<file path="config.mk">
export PLATFORM = sky130hd
export DESIGN_NAME = button_debounce_pulse
export DESIGN_NICKNAME = d
export VERILOG_FILES = /design/src/rtl/button_debounce_pulse.sv
export SDC_FILE = /design/constraint.sdc
export NUM_CORES = 1
export LEC_CHECK = 0
export CAP_MARGIN = 40
export CORE_ASPECT_RATIO = 0.8
export CORE_MARGIN = 3
export CORE_UTILIZATION = 66
export DETAILED_ROUTE_END_ITERATION = 6
export PLACE_DENSITY = 0.84
export REMOVE_ABC_BUFFERS = 1
export SYNTH_ARGS = -nofsm -noshare
export SYNTH_HDL_FRONTEND = slang
export SYNTH_SLANG_ARGS = --single-unit
export TNS_END_PERCENT = 30
</file>
<file path="constraint.sdc">
create_clock -name clk -period 6.5 [get_ports clk]
set_input_delay 0.65 -clock clk [delete_from_list [all_inputs] [get_ports clk]]
set_output_delay 0.65 -clock clk [all_outputs]
set_load 0.02 [all_outputs]
</file>
<file path="src/rtl/button_debounce_pulse.sv">
// Push-button conditioner: 2-flop synchroniser, press/release debounce FSM and a
// single-cycle count-enable pulse per accepted press, with optional auto-repeat while held.
module button_debounce_pulse #(
  parameter int unsigned DEB_CYCLES    = 1000000,
  parameter int unsigned REPEAT_EN     = 1,
  parameter int unsigned REPEAT_DELAY  = 50000000,
  parameter int unsigned REPEAT_PERIOD = 20000000,
  parameter int unsigned CNT_W         = 26
) (
  input  logic       clk,
  input  logic       rst,
  input  logic       btn_in,
  output logic       pulse,
  output logic       level,
  output logic [1:0] fsm_state
);

  typedef enum logic [1:0] {
    StIdle     = 2'b00,
    StPressChk = 2'b01,
    StHeld     = 2'b10,
    StRelChk   = 2'b11
  } state_e;

  localparam logic [CNT_W-1:0] DebLast    = CNT_W'(DEB_CYCLES - 1);
  localparam logic [CNT_W-1:0] DelayLast  = CNT_W'(REPEAT_DELAY - 1);
  localparam logic [CNT_W-1:0] PeriodLast = CNT_W'(REPEAT_PERIOD - 1);

  logic             s1_q, s2_q;
  state_e           state_q, state_d;
  logic [CNT_W-1:0] cnt_q, cnt_d;
  logic [CNT_W-1:0] rcnt_q, rcnt_d;
  logic             rpt_phase_q, rpt_phase_d;
  logic             pulse_q, pulse_d;
  logic             level_q, level_d;
  logic [CNT_W-1:0] rpt_last;

  // First repeat waits the long delay; later repeats use the shorter period.
  assign rpt_last = rpt_phase_q ? PeriodLast : DelayLast;

  always_comb begin
    state_d     = state_q;
    cnt_d       = cnt_q;
    rcnt_d      = rcnt_q;
    rpt_phase_d = rpt_phase_q;
    pulse_d     = 1'b0;
    level_d     = level_q;
    unique case (state_q)
      StIdle: begin
        if (s2_q) begin
          state_d = StPressChk;
          cnt_d   = '0;
        end
      end
      StPressChk: begin
        if (!s2_q) begin
          state_d = StIdle;
        end else if (cnt_q == DebLast) begin
          state_d     = StHeld;
          pulse_d     = 1'b1;
          level_d     = 1'b1;
          rcnt_d      = '0;
          rpt_phase_d = 1'b0;
        end else begin
          cnt_d = cnt_q + 1'b1;
        end
      end
      StHeld: begin
        if (!s2_q) begin
          state_d = StRelChk;
          cnt_d   = '0;
        end else if (REPEAT_EN != 0) begin
          if (rcnt_q == rpt_last) begin
            pulse_d     = 1'b1;
            rcnt_d      = '0;
            rpt_phase_d = 1'b1;
          end else begin
            rcnt_d = rcnt_q + 1'b1;
          end
        end
      end
      StRelChk: begin
        // A release bounce returns to HELD and restarts repeat timing without a pulse.
        if (s2_q) begin
          state_d     = StHeld;
          rcnt_d      = '0;
          rpt_phase_d = 1'b0;
        end else if (cnt_q == DebLast) begin
          state_d = StIdle;
          level_d = 1'b0;
        end else begin
          cnt_d = cnt_q + 1'b1;
        end
      end
      default: state_d = StIdle;
    endcase
  end

  always_ff @(posedge clk) begin
    if (!rst) begin
      s1_q        <= 1'b0;
      s2_q        <= 1'b0;
      state_q     <= StIdle;
      cnt_q       <= '0;
      rcnt_q      <= '0;
      rpt_phase_q <= 1'b0;
      pulse_q     <= 1'b0;
      level_q     <= 1'b0;
    end else begin
      s1_q        <= btn_in;
      s2_q        <= s1_q;
      state_q     <= state_d;
      cnt_q       <= cnt_d;
      rcnt_q      <= rcnt_d;
      rpt_phase_q <= rpt_phase_d;
      pulse_q     <= pulse_d;
      level_q     <= level_d;
    end
  end

  assign pulse     = pulse_q;
  assign level     = level_q;
  assign fsm_state = state_q;

endmodule

</file>
# Yosys cells after proc, flatten, opt, wreduce, memory -nomap -nowiden
# Index checks and enable logic that the tools add are counted.
# W data, S select, Z words.
[word_totals]
latch_bits = 0
reg_bits = 59
mem_bits_rw = 0
out_inout_bits = 4
wordCells = 68
input_bits = 3
n_memories = 0
rom_bits = 0
[classes]
n_bitwise = 0
n_mux = 34
eq_ne = 16
n_reduce_logical = 8
magnitude_cmp = 0
div_mod_pow = 0
n_addsub = 2
n_shift = 0
mul = 0
[ops]
columns = ["cell", "n"]
rows = [
  ["$mux W26", 10],
  ["$pmux W26 S4", 1],
  ["$pmux W26 S3", 1],
  ["$add A26 B1 Y26 const B", 2],
  ["$eq A26 B20 Y1 const B", 1],
  ["$eq A26 B26 Y1", 1],
  ["$ne A2 B2 Y1 const B", 9],
  ["$mux W1", 12],
  ["$mux W2", 6],
  ["$reduce_and A5 Y1", 2],
  ["$pmux W2 S4", 1],
  ["$reduce_and A4 Y1", 2],
  ["$ne A3 B3 Y1 const B", 2],
  ["$reduce_and A6 Y1", 1],
  ["$eq A2 B2 Y1 const B", 2],
  ["$pmux W1 S2", 2],
  ["$pmux W1 S3", 1],
  ["$reduce_bool A3 Y1", 1],
  ["$eq A2 B1 Y1 const B", 1],
  ["$logic_not A2 Y1", 1],
  ["$reduce_bool A2 Y1", 1],
]

# Depth between registers and ports, before layout
[depth]
ltp_word = 5
ltp_mapped = 9
mapped_depth_nobuf = 8

# Worst setup path after synthesis
# Ideal clock, no wire load.
[synth_path]
kind = "reg-to-reg"
startpoint = "register state_q[0], in the netlist fsm_state[0]"
endpoint = "register rcnt_q[21]"
arrival_ps = 2285
setup_time_ps = 70
path_slack_ps = 4145
required_time_ps = 6430
n_path_buf = 0
path_stages_with_launch = 8
path_cell_list = "dfxtp_1 -> inv_1 -> ha_1 -> or3_1 -> a21oi_4 -> nand4_4 -> or4_1 -> a21oi_1"
[synth_via]
elab_chain_cells = 3
word_cells_on_any_way = 10
[synth_lines]
columns = ["item", "line_no", "rtl"]
rows = [
  ["start, declared", "30", "state_e state_q, state_d;"],
  ["start signal, assigned", "103", "state_q <= StIdle;"],
  ["start signal, assigned", "112", "state_q <= state_d;"],
  ["$eq A2 B1 Y1 or $eq A2 B2 Y1 (tied branches)", "48", "unique case (state_q)"],
  ["$ne A2 B2 Y1 (no source line) or $reduce_bool A3 Y1 (tied branches)", "n/a", ""],
  ["$reduce_and A5 Y1 (no source line)", "n/a", ""],
  ["end signal, assigned", "114", "rcnt_q <= rcnt_d;"],
  ["end, declared", "32", "logic [CNT_W-1:0] rcnt_q, rcnt_d;"],
]
# Several ways; a longest one is shown, not always the timed one.
# A chain may end at the register's enable or synchronous reset.

# Worst setup path in the final report
# Ends and elaborated chain as after synthesis.

==> flow_metrics.env <==
export IMPL_cts_sinks=59
export IMPL_synth_warnings=0
export IMPL_path_cells="inv_1, ha_1, or3_1, a21oi_4, nand4_4, or4_1, a21oi_1"
export IMPL_cts_setup_buffers=0
export IMPL_viasPerCell=6.80
export IMPL_synth_top_area_share_pct=35.2
export IMPL_worst_path_buf_inv=1
export IMPL_wl_per_cell_um=16.9
export IMPL_path_class="reg -> reg"
export IMPL_required_ns=6.77
export IMPL_power_internal_uw=523
export IMPL_cts_buffer_depth=2
export IMPL_avgSynthCellArea_um2=8.17
export IMPL_grt_pass1_wl_um=13600
export IMPL_path_max_fanout=21
export IMPL_cpPeakStageDelay_ns=0.57
export IMPL_routed_via_count=3211
export IMPL_p_comb_share_pct=5.2
export IMPL_postRouteAntennaNets=0
export IMPL_netlist_cell_type_count=62
export IMPL_async_reset_ff_share_pct=0
export IMPL_core_um2=4730
export IMPL_cp_start_kind="register"
export IMPL_cellPowerDensity_nw_per_um2=192
export IMPL_cts_made_buffers=9
export IMPL_ys_seq_elements=59
export IMPL_min_path_type="reg -> reg"
export IMPL_fmax_mhz=336
export IMPL_rsz0062_at_grt="no"
export IMPL_setup_tns_final_ns=0
export IMPL_syn_inst=411
export IMPL_antenna_found_initial=0
export IMPL_ys_seq_area_share_pct=35.2
export IMPL_cp_top_family="simple AND/OR/NAND/NOR gates"
export IMPL_die_w_um=85.8
export IMPL_p_switching_uw=162
export IMPL_pwr_share_clk_pct=41.7
export IMPL_place_gp_congestion=0.897
export IMPL_ctsResizeCount=0
export IMPL_outcome="finished, final reports clean"
export IMPL_die_area_um2=5990
export IMPL_drive_gt1_share_pct=6.31
export IMPL_grt_overflow=0
export IMPL_cpMaxStageDelayCell="or4_1"
export IMPL_cts_hold_buf=0
export IMPL_switching_share_pct=23.7
export IMPL_synth_edf_count=0
export IMPL_clock_root_buffer="clkbuf_8"
export IMPL_drt_iter0_drc=317
export IMPL_slew_viol_final=0
export IMPL_synth_common_cells="dfxtp_1, nand2_1, nand3_1"
export IMPL_maxCapViolations=0
export IMPL_setup_violations_final=0
export IMPL_fin_skew_ns=0.00736
export IMPL_synth_ff_type="dfxtp_1"
export IMPL_placed_area_um2=3410
export IMPL_start_util_pct=71.0
export IMPL_synth_top_area_cell="dfxtp_1"
export IMPL_synth_most_common_cell="dfxtp_1"
export IMPL_hold_viol_final=0
export IMPL_cts_tree="done"
export IMPL_routed_wl_um=7990
export IMPL_whs_ns=0.434
export IMPL_syn_area_um2=3360
export IMPL_dr_pass1_iters=5
export IMPL_max_slew_margin_pct=45.9
export IMPL_hpwl_um=5330
export IMPL_nets=420
export IMPL_route_detailed_drc=0
export IMPL_tightest_slew_ns=0.811
export IMPL_insertion_delay_ns=0.35
export IMPL_synth_area_top_cells="dfxtp_1, nand3_1, nand2_1"
export IMPL_cp_arrival_ns=3.24
export IMPL_p_leak_nw=1.08
export IMPL_vdd_drop_max_v=0.000146
export IMPL_num_io_pins=7
export IMPL_grtUsageTotal_pct=28.3
export IMPL_path_clk_slew_ns=0.07
export IMPL_syn2layout_area_growth_pct=6.03
export IMPL_rows=22
export IMPL_htreeDepth=3
export IMPL_die_h_um=69.8
export IMPL_final_area_um2=3560
export IMPL_sequentialPowerShare_pct=53.2
export IMPL_grt_pass1_vias=2857
export IMPL_crit_path_end_kind="register"
export IMPL_io_buffers=6
export IMPL_n_antenna_cell=0
export IMPL_grt_max_degree=35
export IMPL_fin_crit_ns=2.98
export IMPL_fin_crit_sh_pct=45.8
[through the flow]
stage               cells  utilization, %  worst slack (ns)  power, mW
floorplan             392               -              3.82      0.393
global placement      460            72.0              3.68      0.406
detailed placement    460            72.0              3.58      0.407
CTS                   472            75.2              3.56      0.687
global route          472            75.2              3.29      0.705
finish                472            75.2              3.52      0.685
[power by group through the flow]
stage | registers [mW] | clock network, mW | logic [mW]
after floorplan | 0.372 | 0 | 0.0210
after global placement | 0.372 | 0 | 0.0340
after detailed placement | 0.372 | 0 | 0.0348
after CTS | 0.364 | 0.288 | 0.0350
after global routing | 0.364 | 0.302 | 0.0387
final | 0.364 | 0.286 | 0.0354
[registers in the layout, indices dropped and copies added (netlist names), named ones only]
name and count:
rcnt_q 26, pulse 1, rpt_phase_q 1, cnt_q 26, s2_q 1, level 1, s1_q 1, fsm_state 1
[cell families (layout without fill, tap and decap cells)]
group	count (synthesis)	after routing	synth area share, %
compound gates	86	86	17.1
mux	2	2	0.633
xor+xnor	16	16	4.17
fa+ha+maj	6	6	2.23
flops	59	59	35.2
buf+inv	28	29	4.06
simple gates	214	214	36.7
[worst paths after layout]
kind	start	to	slack (ns)	depth (start not counted)
setup / recovery	fsm_state[0]	rcnt_q[21]	3.52	7
hold / removal	s1_q	s2_q	0.43	1
setup reg to reg	fsm_state[0]	rcnt_q[21]	3.52	7
hold reg to reg	s1_q	s2_q	0.43	1
[metal layers]
layer	up-vias	GRT usage [%]	part of all wire, %
met1	1501	40.5	45
li1	1543	-	-
met2	148	39.9	43
met5	-	0	0
met4	0	7.73	1.7
met3	19	10.2	9.4
[layout by cell type (no fill, tap or decap), types with 5 or more instances in the layout]
cell             count
dfxtp_1             59
nand2_1             37
nand3_1             29
nor2_1              27
o21ai_0             21
nand4_1             21
a21oi_1             18
nor3_1              17
or3_1               14
clkbuf_8            11
and3_1              10
inv_1                9
and4_1               8
xnor2_1              8
and2_1               8
o21a_1               8
xor2_1               8
nor4_1               7
a31oi_1              7
ha_1                 6
clkdlybuf4s50_1      6
nor4b_1              5
[area by class of cell]
| class | instances | area, µm² |
|---|---|---|
| multi-input combinational | 324 | 2040 |
| sequential | 59 | 1180 |
| fill | 353 | 1170 |
| clock buffer | 12 | 155 |
| timing repair buffer | 8 | 75.1 |
| tap | 60 | 75.1 |
| inverter | 9 | 33.8 |
(Power assumes the default switching activity.)
